[src/rtl/instr_encoder_if.sv]
// Handshake and memory-write bundle for the instruction encoder.
// master drives the fields, slave is the encoder.
interface instr_encoder_if #(
    parameter int ADDR_W = 4
);
    logic              i_start;
    logic              i_valid;
    logic              o_ready;
    logic [3:0]        i_opcode;
    logic [3:0]        i_srcadd1;
    logic [3:0]        i_srcadd2;
    logic [3:0]        i_destadd;
    logic              i_last;
    logic              o_mem_we;
    logic [ADDR_W-1:0] o_mem_addr;
    logic [15:0]       o_mem_wdata;
    logic              o_busy;
    logic              o_done;
    logic [ADDR_W:0]   o_count;
    logic              o_full;

    modport master (
        output i_start, i_valid, i_opcode, i_srcadd1,
        output i_srcadd2, i_destadd, i_last,
        input  o_ready, o_mem_we, o_mem_addr, o_mem_wdata,
        input  o_busy, o_done, o_count, o_full
    );

    modport slave (
        input  i_start, i_valid, i_opcode, i_srcadd1,
        input  i_srcadd2, i_destadd, i_last,
        output o_ready, o_mem_we, o_mem_addr, o_mem_wdata,
        output o_busy, o_done, o_count, o_full
    );
endinterface

[src/rtl/instr_encoder.sv]
// Packs decoded instruction fields into 16-bit words and writes them
// sequentially into instruction memory from address 0.
module instr_encoder #(
    parameter int ADDR_W = 4
) (
    input logic            i_clk,
    input logic            i_rst,
    instr_encoder_if.slave bus
);
    typedef enum logic [1:0] {
        IDLE,
        LOAD,
        DONE
    } state_t;

    localparam logic [ADDR_W:0] LAST_PTR =
        (ADDR_W+1)'((1 << ADDR_W) - 1);

    state_t state;
    logic   accept;
    logic   at_end;

    assign bus.o_ready = (state == LOAD);
    assign bus.o_busy  = (state != IDLE);
    assign accept      = bus.i_valid & bus.o_ready;
    // o_count doubles as the write pointer; it never exceeds LAST_PTR in LOAD
    assign at_end      = (bus.o_count == LAST_PTR);

    always_ff @(posedge i_clk or posedge i_rst) begin
        if (i_rst) begin
            state           <= IDLE;
            bus.o_mem_we    <= 1'b0;
            bus.o_mem_addr  <= '0;
            bus.o_mem_wdata <= '0;
            bus.o_done      <= 1'b0;
            bus.o_count     <= '0;
            bus.o_full      <= 1'b0;
        end else begin
            bus.o_mem_we <= 1'b0;
            bus.o_done   <= 1'b0;
            unique case (state)
                IDLE: begin
                    if (bus.i_start) begin
                        state       <= LOAD;
                        bus.o_count <= '0;
                        bus.o_full  <= 1'b0;
                    end
                end
                LOAD: begin
                    if (accept) begin
                        bus.o_mem_we    <= 1'b1;
                        bus.o_mem_addr  <= bus.o_count[ADDR_W-1:0];
                        bus.o_mem_wdata <= {bus.i_opcode, bus.i_srcadd1,
                                            bus.i_srcadd2, bus.i_destadd};
                        bus.o_count     <= bus.o_count + 1'b1;
                        if (bus.i_last || at_end) begin
                            state      <= DONE;
                            bus.o_done <= 1'b1;
                            bus.o_full <= at_end & ~bus.i_last;
                        end
                    end
                end
                DONE: begin
                    state <= IDLE;
                end
                default: begin
                    state <= IDLE;
                end
            endcase
        end
    end
endmodule

[src/flat_wrapper.sv]
// flat-port wrapper written by rule: the top's interface ports become plain ports
module instr_encoder_flat 
#(
    parameter int ADDR_W = 4
)
  (i_clk, i_rst, bus_i_start, bus_i_valid, bus_i_opcode, bus_i_srcadd1, bus_i_srcadd2, bus_i_destadd, bus_i_last, bus_o_ready, bus_o_mem_we, bus_o_mem_addr, bus_o_mem_wdata, bus_o_busy, bus_o_done, bus_o_count, bus_o_full);
  instr_encoder_if #(.ADDR_W(ADDR_W)) bus_i ();
  input logic i_clk;
  input logic i_rst;
  input wire logic [$bits(bus_i.i_start)-1:0] bus_i_start;
  input wire logic [$bits(bus_i.i_valid)-1:0] bus_i_valid;
  input wire logic [$bits(bus_i.i_opcode)-1:0] bus_i_opcode;
  input wire logic [$bits(bus_i.i_srcadd1)-1:0] bus_i_srcadd1;
  input wire logic [$bits(bus_i.i_srcadd2)-1:0] bus_i_srcadd2;
  input wire logic [$bits(bus_i.i_destadd)-1:0] bus_i_destadd;
  input wire logic [$bits(bus_i.i_last)-1:0] bus_i_last;
  output wire logic [$bits(bus_i.o_ready)-1:0] bus_o_ready;
  output wire logic [$bits(bus_i.o_mem_we)-1:0] bus_o_mem_we;
  output wire logic [$bits(bus_i.o_mem_addr)-1:0] bus_o_mem_addr;
  output wire logic [$bits(bus_i.o_mem_wdata)-1:0] bus_o_mem_wdata;
  output wire logic [$bits(bus_i.o_busy)-1:0] bus_o_busy;
  output wire logic [$bits(bus_i.o_done)-1:0] bus_o_done;
  output wire logic [$bits(bus_i.o_count)-1:0] bus_o_count;
  output wire logic [$bits(bus_i.o_full)-1:0] bus_o_full;
  assign bus_i.i_start = bus_i_start;
  assign bus_i.i_valid = bus_i_valid;
  assign bus_i.i_opcode = bus_i_opcode;
  assign bus_i.i_srcadd1 = bus_i_srcadd1;
  assign bus_i.i_srcadd2 = bus_i_srcadd2;
  assign bus_i.i_destadd = bus_i_destadd;
  assign bus_i.i_last = bus_i_last;
  assign bus_o_ready = bus_i.o_ready;
  assign bus_o_mem_we = bus_i.o_mem_we;
  assign bus_o_mem_addr = bus_i.o_mem_addr;
  assign bus_o_mem_wdata = bus_i.o_mem_wdata;
  assign bus_o_busy = bus_i.o_busy;
  assign bus_o_done = bus_i.o_done;
  assign bus_o_count = bus_i.o_count;
  assign bus_o_full = bus_i.o_full;
  instr_encoder #(.ADDR_W(ADDR_W)) u_core (.i_clk(i_clk), .i_rst(i_rst), .bus(bus_i));
endmodule
[config.mk]
export PLATFORM = sky130hd
export DESIGN_NAME = instr_encoder_flat
export DESIGN_NICKNAME = d
export VERILOG_FILES = /design/src/rtl/instr_encoder_if.sv /design/src/rtl/instr_encoder.sv /design/src/flat_wrapper.sv
export SDC_FILE = /design/constraint.sdc
export NUM_CORES = 1
export LEC_CHECK = 0
export CAP_MARGIN = 20
export CORE_ASPECT_RATIO = 1.75
export CORE_MARGIN = 2
export CORE_UTILIZATION = 30
export DETAILED_ROUTE_END_ITERATION = 8
export DONT_BUFFER_PORTS = 1
export HOLD_SLACK_MARGIN = 0.1
export SLEW_MARGIN = 10
export SYNTH_ARGS = -nofsm -noshare
export SYNTH_HDL_FRONTEND = slang
export SYNTH_SLANG_ARGS = --single-unit
[constraint.sdc]
create_clock -name i_clk -period 1.4 [get_ports i_clk]
set_clock_uncertainty 0.05 [all_clocks]
set_input_delay 0.21 -clock i_clk [delete_from_list [all_inputs] [get_ports i_clk]]
set_output_delay 0.21 -clock i_clk [all_outputs]
set_load 0.01 [all_outputs]
==> results of run 1 <==
==> path summary, 6_finish.rpt <==
path	start	to	slack, ps	cells past startpoint
worst min-delay path	bus_i_valid	u_core.bus.o_count[1]	170	2
worst min register to register	u_core.bus.o_mem_addr[1]	u_core.bus.o_mem_addr[1]	520	2
worst max-delay path	u_core.bus.o_count[1]	u_core.bus.o_done	-30	5
min in group asynchronous	i_rst	u_core.bus.o_mem_wdata[0]	300	2
worst max register to register	u_core.bus.o_count[1]	u_core.bus.o_done	-30	5
max in group asynchronous	i_rst	u_core.state[0]	540	3
==> cell usage in the layout (no fill, tap or decap), types with 2 or more instances in the layout <==
cell type | synthesis | layout
mux2_2 | 20 | 20
nor2b_4 | 0 | 2
dfrtp_1 | 30 | 27
inv_1 | 5 | 5
ha_4 | 0 | 2
nand2_1 | 2 | 2
buf_12 | 0 | 2
buf_4 | 0 | 7
o21ai_0 | 4 | 3
a31oi_1 | 2 | 2
a22o_1 | 2 | 2
dfrtp_2 | 0 | 3
nand3_1 | 2 | 2
dlygate4sd3_1 | 0 | 19
clkbuf_8 | 0 | 6
==> per-stage QoR <==
stage / utilization / area [sq um] / worst slack, ps / hold slack [ps] / power, mW
global route: 0.4194 / 1708 / -71.89 / 162.9 / 2.892
finish: 0.4194 / 1708 / -34.31 / 167.1 / 2.733
floorplan: - / 1292 / -31.46 / 250.7 / 1.796
CTS: 0.4129 / 1682 / -43.62 / 158.4 / 2.756
detailed placement: 0.3419 / 1393 / -44.39 / 58.55 / 1.989
global placement: 0.3419 / 1393 / 1.953 / 44.34 / 1.951
==> cells by family (layout without fill, tap and decap cells) <==
logic type / count (synthesis) / in the layout
flip-flops: 30 / 30
multiplexers: 21 / 21
AND/OR/NAND/NOR: 16 / 16
AO/OA/AOI/OAI: 12 / 12
buffers and inverters: 9 / 41
adder cells (fa/ha/maj): 2 / 2
==> routing by layer <==
metal	track usage	part of all wire	vias to the layer above
li1	-	-	374
met1	0.1210	0.33	404
met2	0.2125	0.54	41
met3	0.06126	0.11	4
met4	0.06993	0.017	0
met5	0	0	-
==> registers in the layout (all words and copies together), names as in the netlist <==
register and flops:
u_core.bus.o_mem_we 1, u_core.bus.o_done 1, u_core.bus.o_count 5, u_core.bus.o_mem_wdata 16, u_core.bus.o_mem_addr 4, u_core.bus.o_full 1
u_core.state 2
==> area by class of cell <==
class	count	area [sq um]	share of cell area
Clock buffer	7	86.33	0.05055
Clock inverter	1	5.005	0.002930
Inverter	5	18.77	0.01099
Multi-Input combinational cell	51	499.2	0.2923
Sequential cell	30	754.5	0.4418
Tap cell	49	61.31	0.03590
Timing Repair Buffer	28	282.8	0.1656
==> power breakdown <==
group	internal [mW]	leakage [nW]	switching, mW	total, mW
clock	0.396	0.0482	0.307	0.703
sequential	1.11	0.368	0.269	1.38
combinational	0.380	0.342	0.273	0.653
==> critical path, delay by kind of cell (launching register included) <==
family / cells / cell delay [ps]
simple gates: 3 / 520
fa+ha+maj: 2 / 320
flops: 1 / 430
==> repair_timing <==
| item | in CTS | in global routing |
|---|---|---|
| buffers inserted | 1 | 1 |
| resized for setup | 0 | 6 |
| hold buffers | 19 | 0 |
| pin swaps | 3 | 2 |
| endpoints found under the setup margin | 4 | 30 |
| endpoints found under the hold margin | 48 | 0 |
==> results.txt, run 1 <==
Largest family of logic cells by synthesized area: multiplexers
Instance count of the mapped netlist: 90
# diodes: 0
Max-slew violations: 0
Worst-path fanout max: 3
Crit path kind: flop to flop
Compound-Gate Fraction of Synth Area: 0.06070
RSZ-0062 raised after global routing: yes
Simple-gate portion of the synthesized area: 0.08557
Relative slew slack: 0.7336
Commonest register cell after synthesis: dfrtp_1
Crit end category: flop
Layout cell share with drive strength beyond 1: 0.4098
Worst vdd ir: 866.1 uV
Final setup violation count: 3
Drt first pass iters: 4
GRT Residual Overflow: 0
Hpwl dp: 1792 um
Vias in the first global route: 894
Core area: 4073 sq um
Post-synth EDFFs: 0
Synth cell count leaders: dfrtp_1, mux2_2, inv_1
CP Cell Sequence: ha_4 > and3_4 > ha_4 > or2_4 > nor2b_4
Clock-pin slew on the worst setup and hold paths: 60 ps
Worst EP required: 1520 ps
Max Cap Violations: 0
Register area share after synthesis: 0.5970
Distinct cell type count after synthesis: 25
Largest net degree at the start of global routing: 31
Port-buffer cells: 0
Yosys top cell by area: dfrtp_1
Clk Latency, worst-skew pair: 280 ps
Slowest CP cell: dfrtp_2
Mapped Avg Cell Area: 13.97 sq um
Synth Area in XOR/XNOR: 0
DRC: 0
CTS Sinks: 30
Synthesized cell area: 1257 sq um
CP most frequent cell: ha_4
GPL Wtd Cong: 0.7313
Status: complete, but fails checks
Failing checks: negative setup slack
Htree depth: 2
Area delta synth->final: 35.82%
Crit start category: flop
Count leader, synth: dfrtp_1
Leak Pwr: 0.7588 nW
Setup tns final: -79.75 ps
Final WS setup: -34.31 ps
Crit share post-route: 1.025
Routed Antenna Nets: 0
Placed insts: 142
CTS tree: yes
Mux share of post-synthesis cell area: 0.1910
Via count: 823
Initial Utilization: 0.3088
Final min period: 1434 ps
Via/cell ratio: 4.813
Drt wl/cell: 15.47 um
Async SR Flop Fraction: 1.000
Rows: 31
Worst Hold Class: primary input to flop
Starting DRC count in detailed routing: 8
Wirelength, routed: 2645 um
Tightest Pin Transition: 399.2 ps
Die H: 89.65 um
Share of the synthesized area in the top cell type: 0.5970
First-pass GRT wire length: 4112 um
Hold Vio Cnt, Final: 0
Delay of the slowest critical-path stage: 430 ps
GRT Total Usage: 0.1252
CP arrival: 1550 ps
FF+latch count, synth: 30
P per Cell Area: 1600 nW/um^2
Area share of fa/ha/maj cells after synthesis: 0.01990
Synth top area cells: dfrtp_1, mux2_2, buf_6
Number of fill cells: 402
Post-Syn Nets: 113
Die W: 52.94 um
Fmax: 697.2 MHz
YS warnings: 0
Clock Tree Root: clkbuf_8
Num CTS Buffers: 5
Die area: 4746 sq um
Ports: 51
Layout Cells excl Fill: 171
Deepest clock path buffer count: 2
Initial antenna violation count: 0
Final-stage net count: 144
No activity file was read; power rests on OpenSTA's default activity.
==> inputs of run 2 (changes only) <==
--- a/config.mk
+++ b/config.mk
@@ -5,13 +5,16 @@
 export SDC_FILE = /design/constraint.sdc
 export NUM_CORES = 1
 export LEC_CHECK = 0
+export ABC_CLOCK_PERIOD_IN_PS = 1400
 export CAP_MARGIN = 20
 export CORE_ASPECT_RATIO = 1.75
 export CORE_MARGIN = 2
 export CORE_UTILIZATION = 30
+export CTS_BUF_LIST = sky130_fd_sc_hd__clkbuf_8
 export DETAILED_ROUTE_END_ITERATION = 8
 export DONT_BUFFER_PORTS = 1
 export HOLD_SLACK_MARGIN = 0.1
+export MAX_ROUTING_LAYER = met4
 export SLEW_MARGIN = 10
 export SYNTH_ARGS = -nofsm -noshare
 export SYNTH_HDL_FRONTEND = slang
==> run 2 against run 1 <==
Effect of this change: the flow still finishes with violations (negative setup slack); clock power fell by 1%; core utilization is the same; register-to-register slack is essentially flat; final cell count stayed put; sequential power hardly changed; via count is 0.49% higher; non-clock buffer count is the same; global-route usage increased by 0.40 points; count of clock-buffer cells in the layout down 1; first-iteration DRC count unchanged.
==> results.txt, run 2 (synthesis results as in run 1) <==
FF-to-FF Start: u_core.bus.o_count[1]
DRC: 0 (unchanged)
Largest Register: u_core.bus.o_mem_wdata
Drt first pass iters: 4 (unchanged)
Via/cell ratio: 4.836 (+0.49%)
Reg2reg path depth: 5 (unchanged)
Num CTS Buffers: 5 (unchanged)
Worst hold margin: 167.4 ps (+0.2540 ps)
Starting DRC count in detailed routing: 8 (unchanged)
Max-slew violations: 0 (unchanged)
Final setup violation count: 3 (unchanged)
Via count: 827 (+0.49%)
Final min period: 1434 ps (+0.0006000 ps)
Final-stage net count: 144 (unchanged)
Power consumption: 2.724 mW (-0.30%)
R2R setup slack: -30 ps (about the same)
GPL Wtd Cong: 0.7402 (+1.2%)
Worst-path fanout max: 3 (unchanged)
Crit end category: flop
Clock-pin slew on the worst setup and hold paths: 60 ps (about the same)
Placed insts: 142 (unchanged)
Vias in the first global route: 893 (-0.11%)
Core area: 4073 sq um (unchanged)
Crit path kind: flop to flop
Fmax: 697.2 MHz (about the same)
CP Capture Point: u_core.bus.o_done
Deepest clock path buffer count: 2 (unchanged)
Setup tns final: -79.75 ps (-0.001400 ps)
Die area: 4746 sq um (unchanged)
GRT Residual Overflow: 0 (unchanged)
Area delta synth->final: 35.82% (unchanged)
Initial Utilization: 0.3088 (unchanged)
Critical Path Start: u_core.bus.o_count[1]
Final WS setup: -34.31 ps (-0.0006000 ps)
Wirelength, routed: 2632 um (-0.49%)
Largest net degree at the start of global routing: 31 (unchanged)
Hpwl dp: 1792 um (unchanged)
Crit share post-route: 1.025 (about the same)
Drt wl/cell: 15.39 um (-0.49%)
Die H: 89.65 um (unchanged)
# diodes: 0 (unchanged)
GRT Total Usage: 0.1292 (+0.004034)
Layout Cells excl Fill: 171 (unchanged)
Crit start category: flop
Routed Antenna Nets: 0 (unchanged)
Most frequent cells in the layout: dfrtp_1, mux2_2, dlygate4sd3_1
Die W: 52.94 um (unchanged)
Layout cell share with drive strength beyond 1: 0.4098 (unchanged)
Failing checks: negative setup slack
Reg-to-Reg End: u_core.bus.o_done
Most common cell after layout, fill and taps aside: dfrtp_1
Port-buffer cells: 0 (unchanged)
Htree depth: 2 (unchanged)
Clock Tree Root: clkbuf_8
CTS Sinks: 30 (unchanged)
CTS tree: yes
Tightest Pin Transition: 387.1 ps (-12.16 ps)
Leak Pwr: 0.7630 nW (+0.55%)
Worst vdd ir: 866.1 uV (about the same)
CP arrival: 1550 ps (about the same)
Post-Place Setup Slack: -44.39 ps (unchanged)
Largest register FFs: 16 (unchanged)
Initial antenna violation count: 0 (unchanged)
Status: complete, but fails checks
Clk Latency, worst-skew pair: 280 ps (about the same)
Max Cap Violations: 0 (unchanged)
Relative slew slack: 0.7417 (+0.008119)
Worst EP required: 1510 ps (about the same)
Rows: 31 (unchanged)
Hold Vio Cnt, Final: 0 (unchanged)
Largest regs: u_core.bus.o_mem_wdata x16, u_core.bus.o_count x5, u_core.bus.o_mem_addr x4
P per Cell Area: 1595 nW/um^2 (-0.30%)
RSZ-0062 raised after global routing: yes
First-pass GRT wire length: 4112 um (unchanged)
Worst Hold Class: primary input to flop
Ports: 51 (unchanged)
[run 2: cell count changes in the layout (fill, tap and decap cells not counted)]
cell / delta
clkbuf_1: -1
inv_1: +1
[run 2: metrics by stage]
step	util	instance area [sq um]
2_1_floorplan	-	1292
3_3_place_gp	0.3419	1393
3_5_place_dp	0.3419	1393
4_1_cts	0.4129	1682
5_1_grt	0.4194	1708
6_report	0.4194	1708
[run 2: worst min path at each step]
stage,end,cells after the start,startpoint,slack (ps)
finish,u_core.bus.o_count[1],2,bus_i_valid,170
global route,u_core.bus.o_count[1],2,bus_i_valid,160
CTS,u_core.bus.o_count[1],2,bus_i_valid,160
detailed placement,u_core.bus.o_mem_wdata[11],1,i_rst,60
global placement,u_core.bus.o_mem_wdata[10],1,i_rst,40
floorplan,u_core.bus.o_count[2],1,i_rst,250
[run 2: layout make-up]
cell class | instances | area, sq um
Fill cell | 402 | 2365
Timing Repair Buffer | 28 | 282.8
Tap cell | 49 | 61.31
Multi-Input combinational cell | 51 | 499.2
Inverter | 5 | 18.77
Sequential cell | 30 | 754.5
Clock inverter | 2 | 8.758
Clock buffer | 6 | 82.58
[run 2: per-layer routing]
layer | wire, um | vias to the layer above | global-route usage
met2 | 1406 | 41 | 0.2136
met1 | 880 | 407 | 0.1200
met5 | 0 | - | -
met4 | 60 | 0 | 0.06993
met3 | 284 | 5 | 0.06291
li1 | - | 374 | -
[run 2: power by group]
part / total [mW] / switching [mW] / internal [mW]
Sequential: 1.38 / 0.269 / 1.11
Clock: 0.695 / 0.307 / 0.388
Combinational: 0.652 / 0.273 / 0.380
[run 2: critical path, cell delays in order (launching register included)]
cell,delay (ps)
dfrtp_2,430
ha_4,170
and3_4,170
ha_4,150
or2_4,230
nor2b_4,120
[run 2: repair_timing]
item | in CTS | in global routing
resized for setup | 0 | 6
pin swaps | 3 | 2
hold buffers | 19 | 0
setup endpoints to repair | 4 | 30
endpoints found under the hold margin | 48 | 0
setup buffers | 1 | 1
==> inputs of run 3 (changes only) <==
--- a/config.mk
+++ b/config.mk
@@ -6,7 +6,7 @@
 export NUM_CORES = 1
 export LEC_CHECK = 0
 export ABC_CLOCK_PERIOD_IN_PS = 1400
-export CAP_MARGIN = 20
+export CAP_MARGIN = 10
 export CORE_ASPECT_RATIO = 1.75
 export CORE_MARGIN = 2
 export CORE_UTILIZATION = 30
==> results of run 3 <==
Same layout as run 2: the final DEF is identical, and so are final timing and power.
